==> config.mk <==
export PLATFORM = sky130hd
export DESIGN_NAME = ps2_host_tx_flat
export DESIGN_NICKNAME = d
export VERILOG_FILES = /design/src/rtl/ps2_pkg.sv /design/src/rtl/ps2_host_tx_if.sv /design/src/rtl/ps2_line_filter.sv /design/src/rtl/ps2_host_tx.sv /design/src/flat_wrapper.sv
export SDC_FILE = /design/constraint.sdc
export NUM_CORES = 1
export LEC_CHECK = 0
export ABC_AREA = 1
export BUFFER_PORTS_ARGS = -buffer_cell sky130_fd_sc_hd__buf_2
export CORE_ASPECT_RATIO = 1.4
export CORE_MARGIN = 5
export CORE_UTILIZATION = 64
export CTS_BUF_LIST = sky130_fd_sc_hd__clkbuf_4 sky130_fd_sc_hd__clkbuf_8
export DETAILED_ROUTE_END_ITERATION = 10
export PLACE_DENSITY_LB_ADDON = 0.3
export SETUP_SLACK_MARGIN = 0.4
export SLEW_MARGIN = 20
export SYNTH_ARGS = -nofsm -noshare
export SYNTH_HDL_FRONTEND = slang
export SYNTH_SLANG_ARGS = --single-unit
==> constraint.sdc <==
create_clock -name CLOCK_50 -period 4.6 [get_ports CLOCK_50]
set_clock_uncertainty 0.05 [all_clocks]
set_input_delay 0 -clock CLOCK_50 [delete_from_list [all_inputs] [get_ports CLOCK_50]]
set_output_delay 0 -clock CLOCK_50 [all_outputs]
set_load 0.1 [all_outputs]
==> src/rtl/ps2_pkg.sv <==
// Shared PS/2 definitions for the host transmitter and the device-to-host receiver.
package ps2_pkg;

   typedef enum logic [2:0] {
      IDLE,
      INHIBIT,
      REQ,
      XFER,
      WAIT_IDLE,
      ABORT
   } ps2_state_e;

   // start + 8 data + parity + stop
   localparam int FRAME_BITS = 11;

   function automatic logic [63:0] us_to_cycles(input int unsigned us, input int unsigned clk_hz);
      return (64'(us) * 64'(clk_hz)) / 64'd1_000_000;
   endfunction

   function automatic logic odd_parity(input logic [7:0] data);
      return ~^data;
   endfunction

endpackage

==> src/rtl/ps2_host_tx_if.sv <==
// Command handshake and status between control logic and the PS/2 host transmitter.
interface ps2_host_tx_if;

   logic [7:0] tx_data;
   logic       tx_valid;
   logic       tx_ready;
   logic       busy;
   logic       done;
   logic       ack_err;
   logic       timeout;
   logic       rx_inhibit;

   modport master (
      output tx_data, tx_valid,
      input  tx_ready, busy, done, ack_err, timeout, rx_inhibit
   );

   modport slave (
      input  tx_data, tx_valid,
      output tx_ready, busy, done, ack_err, timeout, rx_inhibit
   );

endinterface

==> src/rtl/ps2_line_filter.sv <==
// Synchronises the raw PS/2 pins and glitch-filters the clock line.
// clk_fall strobes for one cycle when the filtered clock goes 1 -> 0.
module ps2_line_filter
   import ps2_pkg::*;
#(
   parameter int FILTER_LEN = 8
) (
   input  logic clk_sys,
   input  logic rst_b,
   input  logic clk_raw,
   input  logic dat_raw,
   output logic clk_filt,
   output logic dat_sync,
   output logic clk_fall
);

   localparam int CNT_W = (FILTER_LEN > 1) ? $clog2(FILTER_LEN) : 1;
   localparam logic [CNT_W-1:0] CNT_TC = CNT_W'(FILTER_LEN - 1);

   logic             clk_meta_q, clk_meta_d;
   logic             clk_sync_q, clk_sync_d;
   logic             dat_meta_q, dat_meta_d;
   logic             dat_sync_q, dat_sync_d;
   logic             filt_q, filt_d;
   logic             fall_q, fall_d;
   logic [CNT_W-1:0] cnt_q, cnt_d;

   always_comb begin
      clk_meta_d = clk_raw;
      clk_sync_d = clk_meta_q;
      dat_meta_d = dat_raw;
      dat_sync_d = dat_meta_q;
      filt_d     = filt_q;
      cnt_d      = '0;
      // a new level is accepted only after FILTER_LEN consecutive differing samples
      if (clk_sync_q != filt_q) begin
         if (cnt_q == CNT_TC) begin
            filt_d = clk_sync_q;
         end else begin
            cnt_d = cnt_q + CNT_W'(1);
         end
      end
      fall_d = filt_q & ~filt_d;
   end

   // idle bus level is high, so everything resets to 1 to avoid a bogus edge
   always_ff @(posedge clk_sys or negedge rst_b) begin
      if (!rst_b) begin
         clk_meta_q <= 1'b1;
         clk_sync_q <= 1'b1;
         dat_meta_q <= 1'b1;
         dat_sync_q <= 1'b1;
         filt_q     <= 1'b1;
         fall_q     <= 1'b0;
         cnt_q      <= '0;
      end else begin
         clk_meta_q <= clk_meta_d;
         clk_sync_q <= clk_sync_d;
         dat_meta_q <= dat_meta_d;
         dat_sync_q <= dat_sync_d;
         filt_q     <= filt_d;
         fall_q     <= fall_d;
         cnt_q      <= cnt_d;
      end
   end

   assign clk_filt = filt_q;
   assign dat_sync = dat_sync_q;
   assign clk_fall = fall_q;

endmodule

==> src/rtl/ps2_host_tx.sv <==
// PS/2 host-to-device transmitter: sends one command byte and reports done, NACK or timeout.
//
// state     | meaning
// IDLE      | bus released, ready for a command byte
// INHIBIT   | clock held low; data pulled low on the last cycle (start bit)
// REQ       | clock released, waiting for the device's first falling edge
// XFER      | data/parity/stop change on device clock falls, ack sampled on fall 11
// WAIT_IDLE | lines released, waiting for clock and data to both read high
// ABORT     | single cycle: timeout pulse, then IDLE
module ps2_host_tx
   import ps2_pkg::*;
#(
   parameter int unsigned CLK_HZ        = 50_000_000,
   parameter int unsigned INHIBIT_US    = 120,
   parameter int unsigned START_TMO_US  = 15000,
   parameter int unsigned PACKET_TMO_US = 2000,
   parameter int          FILTER_LEN    = 8
) (
   input  logic          CLOCK_50,
   input  logic          reset_n,
   ps2_host_tx_if.slave  bus,
   input  logic          ps2_clk_in,
   input  logic          ps2_dat_in,
   output logic          ps2_clk_oe,
   output logic          ps2_dat_oe
);

   localparam logic [63:0] INHIBIT_CYC = us_to_cycles(INHIBIT_US, CLK_HZ);
   localparam logic [63:0] START_CYC   = us_to_cycles(START_TMO_US, CLK_HZ);
   localparam logic [63:0] PACKET_CYC  = us_to_cycles(PACKET_TMO_US, CLK_HZ);
   localparam logic [63:0] MAX_SP      = (START_CYC > PACKET_CYC) ? START_CYC : PACKET_CYC;
   localparam logic [63:0] MAX_CYC     = (MAX_SP > INHIBIT_CYC) ? MAX_SP : INHIBIT_CYC;
   localparam int          TMR_W       = $clog2(MAX_CYC);

   localparam logic [TMR_W-1:0] INHIBIT_LD = TMR_W'(INHIBIT_CYC - 64'd1);
   localparam logic [TMR_W-1:0] START_LD   = TMR_W'(START_CYC - 64'd1);
   localparam logic [TMR_W-1:0] PACKET_LD  = TMR_W'(PACKET_CYC - 64'd1);
   localparam logic [3:0]       STOP_CNT   = 4'(FRAME_BITS - 2);
   localparam logic [3:0]       ACK_CNT    = 4'(FRAME_BITS - 1);

   ps2_state_e       state_q, state_d;
   logic [TMR_W-1:0] tmr_q, tmr_d;
   logic [3:0]       cnt_q, cnt_d;
   logic [8:0]       shift_q, shift_d;
   logic             clk_oe_q, clk_oe_d;
   logic             dat_oe_q, dat_oe_d;
   logic             done_q, done_d;
   logic             ack_err_q, ack_err_d;
   logic             timeout_q, timeout_d;

   logic clk_filt;
   logic dat_sync;
   logic clk_fall;

   ps2_line_filter #(
      .FILTER_LEN (FILTER_LEN)
   ) u_filter (
      .clk_sys  (CLOCK_50),
      .rst_b    (reset_n),
      .clk_raw  (ps2_clk_in),
      .dat_raw  (ps2_dat_in),
      .clk_filt (clk_filt),
      .dat_sync (dat_sync),
      .clk_fall (clk_fall)
   );

   always_comb begin
      state_d   = state_q;
      tmr_d     = (tmr_q != '0) ? tmr_q - TMR_W'(1) : tmr_q;
      cnt_d     = cnt_q;
      shift_d   = shift_q;
      clk_oe_d  = clk_oe_q;
      dat_oe_d  = dat_oe_q;
      done_d    = 1'b0;
      ack_err_d = 1'b0;
      timeout_d = 1'b0;

      case (state_q)
         IDLE: begin
            clk_oe_d = 1'b0;
            dat_oe_d = 1'b0;
            if (bus.tx_valid) begin
               shift_d  = {odd_parity(bus.tx_data), bus.tx_data};
               tmr_d    = INHIBIT_LD;
               cnt_d    = '0;
               clk_oe_d = 1'b1;
               dat_oe_d = (INHIBIT_LD == '0);
               state_d  = INHIBIT;
            end
         end
         INHIBIT: begin
            // outputs are registered, so the start bit is requested one cycle early
            if (tmr_q == '0) begin
               clk_oe_d = 1'b0;
               dat_oe_d = 1'b1;
               tmr_d    = START_LD;
               state_d  = REQ;
            end else if (tmr_q == TMR_W'(1)) begin
               dat_oe_d = 1'b1;
            end
         end
         REQ: begin
            if (tmr_q == '0) begin
               clk_oe_d  = 1'b0;
               dat_oe_d  = 1'b0;
               timeout_d = 1'b1;
               state_d   = ABORT;
            end else if (clk_fall) begin
               dat_oe_d = ~shift_q[0];
               shift_d  = {1'b0, shift_q[8:1]};
               cnt_d    = 4'd1;
               tmr_d    = PACKET_LD;
               state_d  = XFER;
            end
         end
         XFER: begin
            if (tmr_q == '0) begin
               clk_oe_d  = 1'b0;
               dat_oe_d  = 1'b0;
               timeout_d = 1'b1;
               state_d   = ABORT;
            end else if (clk_fall) begin
               cnt_d = cnt_q + 4'd1;
               if (cnt_q < STOP_CNT) begin
                  dat_oe_d = ~shift_q[0];
                  shift_d  = {1'b0, shift_q[8:1]};
               end else if (cnt_q == STOP_CNT) begin
                  dat_oe_d = 1'b0;
               end else if (cnt_q == ACK_CNT) begin
                  dat_oe_d  = 1'b0;
                  done_d    = ~dat_sync;
                  ack_err_d = dat_sync;
                  state_d   = WAIT_IDLE;
               end
            end
         end
         WAIT_IDLE: begin
            clk_oe_d = 1'b0;
            dat_oe_d = 1'b0;
            if (tmr_q == '0) begin
               timeout_d = 1'b1;
               state_d   = ABORT;
            end else if (clk_filt && dat_sync) begin
               state_d = IDLE;
            end
         end
         ABORT: begin
            clk_oe_d = 1'b0;
            dat_oe_d = 1'b0;
            state_d  = IDLE;
         end
         default: begin
            clk_oe_d = 1'b0;
            dat_oe_d = 1'b0;
            state_d  = IDLE;
         end
      endcase
   end

   // async reset drops both open-drain enables without waiting for a clock
   always_ff @(posedge CLOCK_50 or negedge reset_n) begin
      if (!reset_n) begin
         state_q   <= IDLE;
         tmr_q     <= '0;
         cnt_q     <= '0;
         shift_q   <= '0;
         clk_oe_q  <= 1'b0;
         dat_oe_q  <= 1'b0;
         done_q    <= 1'b0;
         ack_err_q <= 1'b0;
         timeout_q <= 1'b0;
      end else begin
         state_q   <= state_d;
         tmr_q     <= tmr_d;
         cnt_q     <= cnt_d;
         shift_q   <= shift_d;
         clk_oe_q  <= clk_oe_d;
         dat_oe_q  <= dat_oe_d;
         done_q    <= done_d;
         ack_err_q <= ack_err_d;
         timeout_q <= timeout_d;
      end
   end

   assign bus.tx_ready   = (state_q == IDLE);
   assign bus.busy       = (state_q != IDLE);
   assign bus.rx_inhibit = (state_q != IDLE);
   assign bus.done       = done_q;
   assign bus.ack_err    = ack_err_q;
   assign bus.timeout    = timeout_q;
   assign ps2_clk_oe     = clk_oe_q;
   assign ps2_dat_oe     = dat_oe_q;

endmodule

==> src/flat_wrapper.sv <==
// flat-port wrapper written by rule: the top's interface ports become plain ports
module ps2_host_tx_flat import ps2_pkg::*;
#(
   parameter int unsigned CLK_HZ        = 50_000_000,
   parameter int unsigned INHIBIT_US    = 120,
   parameter int unsigned START_TMO_US  = 15000,
   parameter int unsigned PACKET_TMO_US = 2000,
   parameter int          FILTER_LEN    = 8
)
  (CLOCK_50, reset_n, ps2_clk_in, ps2_dat_in, ps2_clk_oe, ps2_dat_oe, bus_tx_data, bus_tx_valid, bus_tx_ready, bus_busy, bus_done, bus_ack_err, bus_timeout, bus_rx_inhibit);
  ps2_host_tx_if bus_i ();
  input  logic CLOCK_50;
  input  logic reset_n;
  input  logic ps2_clk_in;
  input  logic ps2_dat_in;
  output logic ps2_clk_oe;
  output logic ps2_dat_oe;
  input wire logic [$bits(bus_i.tx_data)-1:0] bus_tx_data;
  input wire logic [$bits(bus_i.tx_valid)-1:0] bus_tx_valid;
  output wire logic [$bits(bus_i.tx_ready)-1:0] bus_tx_ready;
  output wire logic [$bits(bus_i.busy)-1:0] bus_busy;
  output wire logic [$bits(bus_i.done)-1:0] bus_done;
  output wire logic [$bits(bus_i.ack_err)-1:0] bus_ack_err;
  output wire logic [$bits(bus_i.timeout)-1:0] bus_timeout;
  output wire logic [$bits(bus_i.rx_inhibit)-1:0] bus_rx_inhibit;
  assign bus_i.tx_data = bus_tx_data;
  assign bus_i.tx_valid = bus_tx_valid;
  assign bus_tx_ready = bus_i.tx_ready;
  assign bus_busy = bus_i.busy;
  assign bus_done = bus_i.done;
  assign bus_ack_err = bus_i.ack_err;
  assign bus_timeout = bus_i.timeout;
  assign bus_rx_inhibit = bus_i.rx_inhibit;
  ps2_host_tx #(.CLK_HZ(CLK_HZ), .INHIBIT_US(INHIBIT_US), .START_TMO_US(START_TMO_US), .PACKET_TMO_US(PACKET_TMO_US), .FILTER_LEN(FILTER_LEN)) u_core (.CLOCK_50(CLOCK_50), .reset_n(reset_n), .bus(bus_i), .ps2_clk_in(ps2_clk_in), .ps2_dat_in(ps2_dat_in), .ps2_clk_oe(ps2_clk_oe), .ps2_dat_oe(ps2_dat_oe));
endmodule
==> flow_summary.json, run 1 <==
{
  "status": "finished, violations left",
  "violations": "hold timing",
  "coreArea_um2": 4840,
  "synth_edf_count": 0,
  "synthToLayoutAreaGrowth_pct": 10.3,
  "routedWlPerCell_um": 14.7,
  "synth-main-ff-cell": "dfrtp_1",
  "yosys_warnings": 0,
  "hpwl_um": 5600,
  "finalWorstPathRequiredPeriod_ns": 2.33,
  "synth_top_cell_by_area": "dfrtp_1",
  "track_usage_pct": 25.3,
  "nFillCells": 380,
  "ant_nets": 0,
  "htree_levels": 2,
  "fmax_mhz": 430,
  "rows": 30,
  "die_area_um2": 6500,
  "drt_pass1_iterations": 6,
  "yosysMostFrequentCell": "nand2_1",
  "grt-busiest-layer": "met2",
  "cts-root-buf": "clkbuf_8",
  "numCtsBuffers": 5,
  "endpoint_kind": "flop",
  "setup-violations-final": 0,
  "nets": 484,
  "register_area_um2": 1260,
  "grt_antenna_before_repair": 0,
  "grt_pass1_wl_um": 13200,
  "cp.arrival_ns": 2.48,
  "hold_viol_final": 1,
  "crit_type": "flop to flop",
  "synth_cell_types": 31,
  "worst_pin_slew_ns": 0.623,
  "path_clk_slew_ns": 0.09,
  "ys_top_cells_by_area": "dfrtp_1 (35%), nand2_1 (15%), nand3_1 (6.6%), nor2_1 (6.4%), inv_1 (5.7%)",
  "dieWidth_um": 69.6,
  "synthesis.nets": 455,
  "use_met3_pct": 4.52,
  "drv_slew": 0,
  "crit_fanout": 8,
  "fin_crit_sh_pct": 50.6,
  "cap_viol_max_count": 0,
  "post_cts_resized": 0,
  "syn_avg_cell_area_um2": 7.37,
  "grt_max_degree": 51,
  "setup_slack_ns": 2.27,
  "place_ws_ns": 2.39,
  "cp.required_ns": 4.75,
  "globalRouteMet1Util_pct": 26.8,
  "start_util_pct": 65.7,
  "slew_headroom_pct": 58.4,
  "syn-cell-area_um2": 3180,
  "finalHoldWorstSlack_ns": -0.00242,
  "clkLatencyLatePin_ns": 0.31,
  "tritoncts": "done",
  "p_leak_nw": 1.82,
  "viasPerCell": 5.64,
  "clk_path_buf_depth": 2,
  "antennaDiodeCount": 0,
  "synth.top_cells.by_count": "nand2_1 (130), nor2_1 (54), inv_1 (48)",
  "powerDensity_nw_per_um2": 458,
  "cts_sinks": 50,
  "synth_top_area_share_pct": 35.4,
  "multi_input_area_um2": 1700,
  "gp_congestion": 0.970,
  "routed_wl_um": 7710,
  "drive_gt1_share_pct": 14.1,
  "io_buffers": 20,
  "power.total_mw": 1.61,
  "vdd_drop_max_mv": 0.308,
  "route.detailed.drc": 0,
  "ys_ff_latch": 50,
  "ys_seq_area_share_pct": 39.5,
  "first_iter_violations": 250,
  "setup_tns_ns": 0,
  "rsz0062_at_grt": "no",
  "synth_async_sr_flop_share_pct": 100,
  "die_h_um": 93.4,
  "num_vias": 2968,
  "syn_inst": 432,
  "min_path_type": "primary input to flop",
  "grt_pass1_vias": 3022,
  "grt_use_met2_pct": 46.0,
  "grt-ovfl-total": 0,
  "pin_count": 21,
  "start_kind": "flop"
}
[placed cells by master, fill, tap and decap left out, drive strengths merged, types with 3 or more instances in the layout]
master       netlist  final
a21oi              6      6
buf                5     21
clkbuf             0      5
dfrtp             45     45
dfstp              5      5
dlygate4sd3        0      6
ha                10     10
inv               50     51
mux2i              6      6
nand2            136    136
nand3             45     45
nand4              9      9
nor2              62     62
nor3               4      4
o21ai             26     26
o21bai             4      4
or2                3      3
xnor2              6      6
xor2               6      6
[through the flow]
stage | instance area, µm² | instances | util, %
floorplan | 3180 | 432 | -
global placement | 3340 | 512 | 68.9
detailed placement | 3340 | 512 | 68.9
CTS | 3510 | 526 | 72.5
global route | 3510 | 526 | 72.5
finish | 3510 | 526 | 72.5
[report_power, final]
group	switching, mW	total, mW	internal [mW]
registers	0.0798	0.618	0.539
clock network	0.156	0.319	0.163
logic	0.491	0.671	0.179
[layout make-up]
cell class	instances	share of cell area, %
repair buffers	27	4.78
flip-flops and latches	50	35.8
clock inverters	3	1.25
well taps	64	2.28
clock buffers	5	1.96
inverters	50	5.35
multi-input cells	327	48.6
[worst max-delay path: stages, from the launching register on]
cell,delay (ns)
dfrtp_1,0.43
inv_1,0.23
ha_1,0.21
nand3_1,0.08
nor2_1,0.17
nand3_1,0.15
ha_1,0.34
or2_2,0.28
nand3_1,0.09
nand2_1,0.06
inv_1,0.05
nand3_1,0.07
[what timing repair did]
item / 4_1_cts / 5_1_grt
hold buffers: 6 / 0
endpoints found under the hold margin: 50 / 0
endpoints found under the setup margin: 0 / 0
buffers inserted: 0 / 0
[per-layer routing]
layer  share of wire, %  routed length, µm
met1                 38               2930
met5                  0                  0
met4                5.6                431
met2                 51               3970
met3                5.0                384
[kinds of logic (layout without fill, tap and decap cells)]
kind of cell | Yosys count | after routing | share of synthesized area (%)
simple gates | 262 | 262 | 37.1
buf+inv | 55 | 85 | 6.96
flops | 50 | 50 | 39.5
compound gates | 37 | 37 | 7.27
xor+xnor | 12 | 12 | 3.30
fa+ha+maj | 10 | 10 | 3.93
mux | 6 | 6 | 1.89
[worst paths after layout]
kind                            cells past startpoint  slack (ns)                       end                       start
worst max-delay path                               11        2.27           u_core.tmr_q[0]             u_core.tmr_q[0]
worst min-delay path                                3      -0.002         u_core.shift_q[3]              bus_tx_data[3]
worst max register to register                     11        2.27           u_core.tmr_q[0]             u_core.tmr_q[0]
worst min register to register                      0        0.31  u_core.u_filter.dat_sync  u_core.u_filter.dat_meta_q
max in group asynchronous                           3        3.81          u_core.tmr_q[10]                     reset_n
min in group asynchronous                           3        0.26           u_core.tmr_q[4]                     reset_n
[flip-flops by register name (all words and copies together), names as in the netlist]
| signal | cells |
|---|---|
| u_core.bus.ack_err | 1 |
| u_core.bus.done | 1 |
| u_core.bus.timeout | 1 |
| u_core.cnt_q | 4 |
| u_core.ps2_clk_oe | 1 |
| u_core.ps2_dat_oe | 1 |
| u_core.shift_q | 9 |
| u_core.state_q | 3 |
| u_core.tmr_q | 20 |
| u_core.u_filter.clk_fall | 1 |
| u_core.u_filter.clk_filt | 1 |
| u_core.u_filter.clk_meta_q | 1 |
| u_core.u_filter.clk_sync_q | 1 |
| u_core.u_filter.cnt_q | 3 |
| u_core.u_filter.dat_meta_q | 1 |
| u_core.u_filter.dat_sync | 1 |
Note: power is estimated with default switching activity, not from simulation.
==> inputs of run 2 (changes only) <==
--- a/config.mk
+++ b/config.mk
@@ -9,7 +9,7 @@
 export BUFFER_PORTS_ARGS = -buffer_cell sky130_fd_sc_hd__buf_2
 export CORE_ASPECT_RATIO = 1.4
 export CORE_MARGIN = 5
-export CORE_UTILIZATION = 64
+export CORE_UTILIZATION = 57
 export CTS_BUF_LIST = sky130_fd_sc_hd__clkbuf_4 sky130_fd_sc_hd__clkbuf_8
 export DETAILED_ROUTE_END_ITERATION = 10
 export PLACE_DENSITY_LB_ADDON = 0.3
==> constraint.sdc (replaced) <==
create_clock -name CLOCK_50 -period 1.9 [get_ports CLOCK_50]
set_clock_uncertainty 0.05 [all_clocks]
set_input_delay 0 -clock CLOCK_50 [delete_from_list [all_inputs] [get_ports CLOCK_50]]
set_output_delay 0 -clock CLOCK_50 [all_outputs]
set_load 0.1 [all_outputs]
==> run 2 against run 1 <==
Against the previous run:
- the run ends with setup timing left
- die area increased by 11%
- flip-flop and latch count unchanged
- combinational power increased to 4.1 times the previous value
- global-route usage increased by 3.4 points
==> flow_summary.json, run 2 (synthesis gave the netlist of run 1 again) <==
{
  "crit_type": "flop to flop",
  "fin_crit_sh_pct": 107,
  "power.total_mw": 5.12,
  "cp.required_ns": 2.07,
  "die_area_um2": 7200,
  "grt-ovfl-total": 0,
  "cts_sinks": 50,
  "cap_viol_max_count": 0,
  "drt_pass1_iterations": 9,
  "routedWlPerCell_um": 23.4,
  "viasPerCell": 6.57,
  "drv_slew": 0,
  "top_regs": "u_core.tmr_q: 20 flops, u_core.shift_q: 9 flops, u_core.cnt_q: 4 flops",
  "routed_wl_um": 14500,
  "violations": "setup timing",
  "min_path_type": "primary input to flop",
  "worst_pin_slew_ns": 0.505,
  "antennaDiodeCount": 0,
  "cts-root-buf": "clkbuf_8",
  "dieWidth_um": 73.2,
  "route.detailed.drc": 0,
  "status": "finished, violations left",
  "slew_headroom_pct": 66.6,
  "hold_viol_final": 0,
  "vdd_drop_max_mv": 1.06,
  "gp_congestion": 0.950,
  "nFillCells": 210,
  "setup_slack_ns": -0.132,
  "ant_nets": 0,
  "grt_antenna_before_repair": 0,
  "fmax_mhz": 492,
  "endpoint_kind": "flop",
  "numCtsBuffers": 5,
  "crit_fanout": 5,
  "cp.arrival_ns": 2.20,
  "synthToLayoutAreaGrowth_pct": 57.4,
  "coreArea_um2": 5490,
  "layout_common_cells": "nand2_1 (91), buf_4 (58), dfrtp_1 (43), inv_1 (37), nor2_1 (33)",
  "finalWorstPathRequiredPeriod_ns": 2.03,
  "track_usage_pct": 28.8,
  "dp.cells": 552,
  "start_util_pct": 58.0,
  "htree_levels": 2,
  "layout_commonest_cell": "nand2_1",
  "pin_count": 21,
  "nets": 572,
  "clk_path_buf_depth": 2,
  "powerDensity_nw_per_um2": 1020,
  "rows": 32,
  "setup-violations-final": 22,
  "first_iter_violations": 557,
  "num_vias": 4063,
  "path_clk_slew_ns": 0.11,
  "grt_pass1_wl_um": 16300,
  "io_buffers": 20,
  "die_h_um": 98.4,
  "p_leak_nw": 2.50,
  "tritoncts": "done",
  "top_register": "u_core.tmr_q",
  "grt_max_degree": 32,
  "clkLatencyLatePin_ns": 0.34,
  "drive_gt1_share_pct": 49.5,
  "rsz0062_at_grt": "yes",
  "final_cells": 618,
  "hpwl_um": 6330,
  "largest_reg_flops": 20,
  "grt_pass1_vias": 3682,
  "start_kind": "flop"
}
==> run 2: cell count changes in the layout (fill, tap and decap cells not counted), moves of 7 or more <==
cell and delta:
buf_4 +57, buf_6 +23, inv_1 -11, nand2_1 -39, nand2_2 +27, nand2_4 +12
nand3_1 -26, nand3_2 +17, nand3_4 +12, nor2_1 -21, nor2_2 +8, nor2_4 +13
o21ai_0 -13, o21ai_1 +7
==> run 2: area by class of cell <==
| type | instances | area, µm² | share of cell area [%] |
|---|---|---|---|
| clock buffers | 5 | 68.8 | 1.37 |
| well taps | 68 | 85.1 | 1.70 |
| inverters | 50 | 200 | 4.00 |
| repair buffers | 112 | 1000 | 20.0 |
| flip-flops and latches | 50 | 1260 | 25.2 |
| clock inverters | 3 | 47.5 | 0.949 |
| multi-input cells | 330 | 2350 | 46.9 |
==> run 2: final timing paths <==
| kind | startpoint | cells past startpoint | to | slack (ns) |
|---|---|---|---|---|
| worst max-delay path | u_core.tmr_q[2] | 9 | u_core.state_q[1] | -0.13 |
| max in group asynchronous | reset_n | 3 | u_core.tmr_q[3] | 1.24 |
| worst max register to register | u_core.tmr_q[2] | 9 | u_core.state_q[1] | -0.13 |
| worst min-delay path | bus_tx_data[5] | 3 | u_core.shift_q[5] | 0.0009 |
| min in group asynchronous | reset_n | 3 | u_core.tmr_q[6] | 0.12 |
| worst min register to register | u_core.u_filter.clk_meta_q | 0 | u_core.u_filter.clk_sync_q | 0.31 |
==> run 2: worst max-delay path, cell delays in order (launching register included) <==
cell	delay, ns
dfrtp_1	0.45
nor2_4	0.20
nand2_1	0.23
nor2_4	0.27
nand3_4	0.18
nand3_4	0.18
buf_6	0.13
nand2_4	0.06
inv_4	0.08
o21ai_2	0.06
==> run 2: per-layer routing <==
layer | global-route usage (%) | share of wire [%]
met4 | 21.6 | 11
met2 | 50.2 | 49
met3 | 4.69 | 9.1
met5 | 0 | 0
met1 | 29.7 | 31
==> run 2: stage by stage <==
step                worst slack [ns]  instance area [µm²]  hold WS (ns)  setup TNS [ns]  util [%]
CTS                           0.0785                 4260       0.00798               0      77.6
finish                        -0.132                 5010      0.000882           -1.41      91.3
floorplan                     -0.559                 3250        -0.346           -8.59         -
global route                  -0.302                 5010        0.0438           -6.21      91.3
detailed placement           -0.0355                 3680        -0.260         -0.0355      67.0
global placement              0.0166                 3680        -0.259               0      67.0
==> run 2: repair_timing <==
item | in CTS | in global routing
gates cloned | 3 | 2
endpoints found under the hold margin | 54 | 0
hold buffers | 6 | 0
pin swaps | 18 | 56
resized for setup | 50 | 146
endpoints found under the setup margin | 43 | 44
buffers inserted | 26 | 21
==> run 2: where the power goes <==
| group | leakage [nW] | total [mW] | internal [mW] | switching (mW) |
|---|---|---|---|---|
| registers | 0.612 | 1.54 | 1.31 | 0.238 |
| logic | 1.82 | 2.75 | 0.958 | 1.79 |
| clock network | 0.0591 | 0.833 | 0.403 | 0.431 |
| total | 2.50 | 5.12 | 2.67 | 2.46 |
